<file path="src/rtl/mux_nto1_stream.sv">
// N-input registered stream multiplexer with fixed-select or round-robin grant.
// Define MUX_NTO1_STREAM_ID_EN to add the out_id port carrying the source channel index.
module mux_nto1_stream #(
  parameter int N = 4,
  parameter int W = 8
) (
  input  logic               clk,
  input  logic               rst_n,
  input  logic [N*W-1:0]     in_data,
  input  logic [N-1:0]       in_valid,
  output logic [N-1:0]       in_ready,
  input  logic [$clog2(N)-1:0] sel,
  input  logic               mode,
  output logic [W-1:0]       out_data,
  output logic               out_valid,
  input  logic               out_ready
`ifdef MUX_NTO1_STREAM_ID_EN
  ,
  output logic [$clog2(N)-1:0] out_id
`endif
);

  localparam int SW = $clog2(N);

  logic [W-1:0]  r_data_p1;
  logic          r_vld_p1;
  logic [SW-1:0] r_rr_ptr;
`ifdef MUX_NTO1_STREAM_ID_EN
  logic [SW-1:0] r_id_p1;
`endif

  logic          w_load_en;
  logic          w_grant_vld;
  logic [SW-1:0] w_grant;
  logic [W-1:0]  w_sel_data;
  logic [N-1:0]  w_ready;
  logic          w_xfer;

  assign w_load_en = !r_vld_p1 || out_ready;

  // Fixed mode matches sel against real channel indices only, so sel>=N never grants.
  always_comb begin
    int idx;
    w_grant_vld = 1'b0;
    w_grant     = '0;
    idx         = 0;
    if (!mode) begin
      for (int i = 0; i < N; i++) begin
        if (sel == SW'(i) && in_valid[i]) begin
          w_grant_vld = 1'b1;
          w_grant     = SW'(i);
        end
      end
    end else begin
      for (int k = 1; k <= N; k++) begin
        idx = (int'(r_rr_ptr) + k) % N;
        for (int i = 0; i < N; i++) begin
          if (i == idx && in_valid[i] && !w_grant_vld) begin
            w_grant_vld = 1'b1;
            w_grant     = SW'(i);
          end
        end
      end
    end
  end

  always_comb begin
    w_sel_data = '0;
    w_ready    = '0;
    for (int i = 0; i < N; i++) begin
      if (w_grant == SW'(i)) begin
        w_sel_data = in_data[i*W +: W];
        w_ready[i] = w_load_en && w_grant_vld;
      end
    end
  end

  assign w_xfer   = w_load_en && w_grant_vld;
  assign in_ready = w_ready;

  // p0 -> p1: output register stage
  always_ff @(posedge clk or negedge rst_n) begin
    if (!rst_n) begin
      r_vld_p1  <= 1'b0;
      r_data_p1 <= '0;
      r_rr_ptr  <= SW'(N - 1);
`ifdef MUX_NTO1_STREAM_ID_EN
      r_id_p1   <= '0;
`endif
    end else if (w_xfer) begin
      r_vld_p1  <= 1'b1;
      r_data_p1 <= w_sel_data;
`ifdef MUX_NTO1_STREAM_ID_EN
      r_id_p1   <= w_grant;
`endif
      if (mode) r_rr_ptr <= w_grant;
    end else if (out_ready) begin
      r_vld_p1 <= 1'b0;
    end
  end

  assign out_data  = r_data_p1;
  assign out_valid = r_vld_p1;
`ifdef MUX_NTO1_STREAM_ID_EN
  assign out_id    = r_id_p1;
`endif

endmodule

</file>
<file path="config.mk">
export PLATFORM = sky130hd
export DESIGN_NAME = mux_nto1_stream
export DESIGN_NICKNAME = d
export VERILOG_FILES = /design/src/rtl/mux_nto1_stream.sv
export SDC_FILE = /design/constraint.sdc
export NUM_CORES = 1
export LEC_CHECK = 0
export ABC_CLOCK_PERIOD_IN_PS = 3900
export BUFFER_PORTS_ARGS = -buffer_cell sky130_fd_sc_hd__buf_2
export CAP_MARGIN = 5
export CORE_MARGIN = 1
export CORE_UTILIZATION = 46
export DETAILED_ROUTE_END_ITERATION = 7
export GPL_ROUTABILITY_DRIVEN = 1
export PLACE_DENSITY_LB_ADDON = 0.08
export SYNTH_ARGS = -nofsm -noshare
export SYNTH_HDL_FRONTEND = slang
export SYNTH_SLANG_ARGS = --single-unit
</file>
<file path="constraint.sdc">
create_clock -name clk -period 3.9 [get_ports clk]
set_clock_uncertainty 0.2 [all_clocks]
set_input_delay 0.39 -clock clk [delete_from_list [all_inputs] [get_ports clk]]
set_output_delay 0.39 -clock clk [all_outputs]
set_load 0.01 [all_outputs]
</file>
Yosys cells after proc, flatten, opt, wreduce, memory -nomap -nowiden
Index checks and enable logic that the tools add are counted.
{ "totals": {"ff_bits": 11, "in_bits": 42} }
{ "classes": {"add_sub_neg": 4, "n_eq_ne": 18, "n_mux": 65, "bitwise": 4, "reduce_logical": 65} }
{ "op_table": {"columns": ["operator", "count"], "rows": [
  ["logical NOT 32 bit", 4],
  ["2-to-1 mux 1 bit", 44],
  ["logical AND 1 bit", 36],
  ["2-to-1 mux 2 bit", 17],
  ["2-to-1 mux 8 bit", 4],
  ["== test 3 bit, first input constant", 8],
  ["logical NOT 1 bit", 16],
  ["== test 2 x 3 -> 1 bit, first input constant", 4],
  ["== test 2 bit, second input constant", 4],
  ["OR reduction 2 bit", 4],
  ["adder 2 x 1 -> 2 bit, second input constant", 2],
  ["adder 2 bit, second input constant", 2],
  ["AND 1 bit, first input constant", 4],
  ["== test 2 x 1 -> 1 bit, second input constant", 2],
  ["logical NOT 2 bit", 2],
  ["AND reduction 2 bit", 1],
  ["nonzero test 2 bit", 1],
  ["logical OR 1 bit", 1]
]} }

Logic depth before layout (Yosys ltp)
{ "depth": {"word_depth": 72, "mapped_depth": 9} }

Worst setup path after synthesis
No wires, ideal clock.
{ "synth_path": {"path_kind": "flip-flop to output port", "from": "register r_rr_ptr[1]", "to": "output port in_ready[0]", "t_arrival_ns": 1.749, "required_ns": 3.310, "path_slack_ns": 1.561, "path_stages_with_launch": 7, "n_path_buf": 2, "cell_sequence": "dfstp_2 -> buf_2 -> mux2i_1 -> a221oi_1 -> a31o_2 -> buf_1 -> and3_1"} }
{ "synth_between": {"elab_chain_cells": 69, "elab_cells_between_ends": 125, "cone_classes": "4 x add/sub; 12 x eq/ne; 49 x mux; 4 x bitwise; 56 x reduce/logical"} }
{ "synth_lines": {"columns": ["element", "line_no", "text"], "rows": [
  ["start, declared", "27", "logic [SW-1:0] r_rr_ptr;"],
  ["start signal, assigned", "86", "r_rr_ptr <= SW'(N - 1);"],
  ["start signal, assigned", "96", "if (mode) r_rr_ptr <= w_grant;"],
  ["adder 2 x 1 -> 2 bit", "56", "idx = (int'(r_rr_ptr) + k) % N;"],
  ["OR reduction 2 bit (no line)", null, null],
  ["AND 1 bit (no line)", null, null],
  ["logical NOT 32 bit", "58", "if (i == idx && in_valid[i] && !w_grant_vld) begin"],
  ["logical AND 1 bit", "58", null],
  ["2-to-1 mux 1 bit", "58", null],
  ["2-to-1 mux 1 bit", "47", "if (!mode) begin"],
  ["logical NOT 1 bit", "58", null],
  ["[... 53 more ...]", null, null],
  ["2-to-1 mux 1 bit", "58", null],
  ["2-to-1 mux 1 bit", "47", null],
  ["logical NOT 1 bit", "58", null],
  ["logical AND 1 bit", "58", null],
  ["2-to-1 mux 2 bit / 2-to-1 mux 1 bit (equally long branches)", "58", null],
  ["2-to-1 mux 2 bit / 2-to-1 mux 1 bit (equally long branches)", "47", null],
  ["logical NOT 2 bit / logical AND 1 bit (equally long branches)", "71, 73", null],
  ["2-to-1 mux 1 bit *", "71", "if (w_grant == SW'(i)) begin"],
  ["end, declared", "11", "output logic [N-1:0] in_ready,"]
]} }
Every way passes the cells marked *; elsewhere a longest branch is shown, timed or not. The select of a mux whose other input is x is not followed.

Worst setup path after layout
{ "layout_path": {"from": "input port sel[0]", "to": "output port in_ready[2]"} }
{ "layout_between": {"elab_chain_cells": 9, "elab_cells_between_ends": 20, "cone_classes": "4 x eq/ne; 10 x mux; 6 x reduce/logical"} }
{ "layout_lines": {"columns": ["element", "line_no", "text"], "rows": [
  ["start, declared", "12", "input logic [$clog2(N)-1:0] sel,"],
  ["logical NOT 2 bit", "49", "if (sel == SW'(i) && in_valid[i]) begin"],
  ["logical AND 1 bit", "49", null],
  ["2-to-1 mux 1 bit (4 in series)", "49", null],
  ["2-to-1 mux 1 bit", "47", null],
  ["logical AND 1 bit", "73", "w_ready[i] = w_load_en && w_grant_vld;"],
  ["2-to-1 mux 1 bit *", "71", null]
]} }
Every way passes the cells marked *; elsewhere a longest branch is shown, timed or not.

==> impl_metrics.json <==
{
  "outcome": "finished, final reports clean",
  "maxSlewHeadroom_pct": 49.1,
  "crit_family": "simple AND/OR/NAND/NOR gates",
  "cp.arrival_ns": 2.35,
  "rrSetupSlack_ns": 1.55,
  "max_cap_viol_count": 0,
  "start_util_pct": 51.3,
  "synthCells": 94,
  "place_congestion": 0.869,
  "switching_power_mw": 0.165,
  "core_sq_um": 1820,
  "r2r_cells": 5,
  "fp.dieW_microns": 47.1,
  "fin_area_sq_um": 1220,
  "rr_startpoint": "r_rr_ptr[1]",
  "rsz0062_at_grt": "no",
  "postRouteAntennaNets": 0,
  "drive_gt1_share_pct": 47.6,
  "h-tree-depth": 1,
  "p_leak_nw": 0.619,
  "cp_num_buf_inv": 2,
  "p_per_area_nw_per_um2": 384,
  "synth_warnings": 0,
  "syn-num-nets": 136,
  "ios": 55,
  "p_sw_share_pct": 35.3,
  "grt_max_degree": 19,
  "dpl-instance-area_sq_um": 1180,
  "cts_tree": "built",
  "power.internal_mw": 0.303,
  "clk_path_buf_depth": 2,
  "slowest_stage": "a21oi_2",
  "finalSetupViolCount": 0,
  "synth_top_area_share_pct": 24.1,
  "fin_tns_setup_ns": 0,
  "cts_hold_buf": 1,
  "worst_slew_pin_slew_ns": 0.764,
  "synth-main-ff-cell": "dfrtp_1",
  "hold_viol": 0,
  "syn_area_sq_um": 935,
  "fin_total_pwr_mw": 0.468,
  "final_util_pct": 67.0,
  "diodes": 0,
  "cpMostUsedCell": "buf_2",
  "worstSetupEndpointType": "primary output",
  "nNetsFinal": 188,
  "via_per_inst": 5.35,
  "rr_endpoint": "out_data[4]",
  "syn_avg_cell_area_sq_um": 9.94,
  "fmax_mhz": 341,
  "yosysTopAreaCell": "dfrtp_1",
  "clk-insertion-delay-late_ns": 0.26,
  "regArea_sq_um": 278,
  "cts-buffers-inserted": 3,
  "cts_num_sinks": 11,
  "cpPeakStageDelay_ns": 0.58,
  "pwr-share-comb_pct": 46.5,
  "fp.dieH_microns": 47.1,
  "via_count": 910,
  "area_growth_pct": 30.5,
  "cp_max_fo": 18,
  "post_cts_buffers": 0,
  "post-route-period-util_pct": 75.3,
  "drt-total-wl_mm": 2.21,
  "critPathLaunchType": "input port",
  "synthDistinctLibCells": 38,
  "grt-ovfl-total": 0,
  "path_class": "in2out",
  "route.detailed.drc": 0,
  "drtIter0Drc": 11,
  "die_area_sq_um": 2220,
  "cts_resized": 0,
  "worstHoldPathCells": 2,
  "track_usage_pct": 21.5,
  "clkPwrFrac_pct": 16.0,
  "required_ns": 3.31,
  "drv_slew": 0,
  "cts-root-buf": "clkbuf_4",
  "seqPwrFrac_pct": 37.5,
  "synth-seq-cells": 11,
  "synthArstFlopShare_pct": 100,
  "synth_seq_area_share_pct": 29.7,
  "path_clk_slew_ns": 0.06,
  "fill_cells": 167,
  "fin_crit_ns": 2.94,
  "ys_top_cells_by_area": "dfrtp_1 (24%), mux2i_1 (11%), nor2b_1 (6.7%)",
  "row_count": 15,
  "hold_path.class": "in2reg",
  "crit_chain": "buf_2 > mux4_1 > mux2i_1 > a21oi_2 > nand2b_2 > nor2b_1 > buf_2",
  "antenna_found_initial": 0,
  "grt_pass1_wl_mm": 3.29,
  "wl_per_cell_microns": 13.0,
  "numPortBuffers": 54,
  "synth_edf_count": 0,
  "worstHoldEndpoint": "out_valid",
  "min_from": "out_ready",
  "first_pass_iters": 4,
  "synthTopCellsByCount": "mux2i_1 (10), nor2b_1 (10), dfrtp_1 (9)",
  "hpwl_mm": 1.76,
  "first_global_vias": 766,
  "multi_input_area_sq_um": 583,
  "hold_ws_ns": 0.132,
  "ir_worst_vdd_v": 0.000219
}
==> sequential cells by signal, summed over array words and instances, names as in the netlist <==
signal,cells
r_rr_ptr,2
out_data,8
out_valid,1
==> worst max-delay path by stage <==
| stage | from | depth (start not counted) | slack, ns | to |
|---|---|---|---|---|
| 2_1_floorplan | r_rr_ptr[1] | 6 | 1.56 | in_ready[0] |
| 3_3_place_gp | sel[0] | 7 | 1.09 | in_ready[2] |
| 3_5_place_dp | sel[0] | 7 | 0.99 | in_ready[2] |
| 4_1_cts | r_rr_ptr[1] | 5 | 0.96 | in_ready[2] |
| 5_1_grt | sel[0] | 7 | 0.79 | in_ready[2] |
| 6_report | sel[0] | 7 | 0.96 | in_ready[2] |
==> final cells by class <==
cell class                 count  area share [%]
tap                           25            2.56
sequential                    11            22.8
inverter                       5            1.74
clock buffer                   4            2.15
multi-input combinational     70            47.8
timing repair buffer          55            23.0
==> cell families (layout without fill, tap and decap cells) <==
kind of cell | after synthesis | after routing | share of synthesized area, %
muxes | 15 | 15 | 20.3
and+or+nand+nor | 29 | 29 | 18.3
AOI/OAI and AO/OA | 26 | 26 | 23.7
DFF | 11 | 11 | 29.7
buffers and inverters | 13 | 64 | 7.90
==> worst register-to-register path: stages (launching register included) <==
cell	delay [ns]
dfstp_2	0.61
mux2i_1	0.10
a221oi_1	0.28
a31o_2	0.38
nor2b_1	0.48
a221o_1	0.24
==> cell usage in the layout (no fill, tap or decap), types with 2 or more instances in the layout <==
cell type,n
dfstp_2,2
inv_1,4
a221o_1,6
nand2_1,6
dfrtp_1,9
nor2_1,4
mux2_4,2
nor2b_1,10
clkbuf_4,3
buf_2,54
o21ai_0,5
mux2i_1,10
o2bb2ai_1,6
==> metal layers <==
layer | up-vias | part of all wire, % | wire length, microns | track usage (%)
met5 | - | 0 | 0 | 0
met4 | 0 | 1.2 | 26 | 8.57
met3 | 2 | 4.7 | 104 | 5.38
met2 | 39 | 46 | 1030 | 33.1
met1 | 416 | 48 | 1050 | 28.9
li1 | 453 | - | - | -
==> stage by stage <==
step,cells,worst slack [ns]
floorplan,94,1.56
global placement,165,1.09
detailed placement,165,0.987
CTS,170,0.963
global route,170,0.786
finish,170,0.964
==> power groups by stage <==
| stage | logic, mW | registers [mW] | clock network [mW] |
|---|---|---|---|
| final | 0.218 | 0.175 | 0.0750 |
| after global routing | 0.242 | 0.181 | 0.0854 |
| after CTS | 0.218 | 0.175 | 0.0778 |
| after detailed placement | 0.217 | 0.176 | 0 |
| after global placement | 0.214 | 0.176 | 0 |
| after floorplan | 0.147 | 0.180 | 0 |
Note: power is estimated with default switching activity, not from simulation.
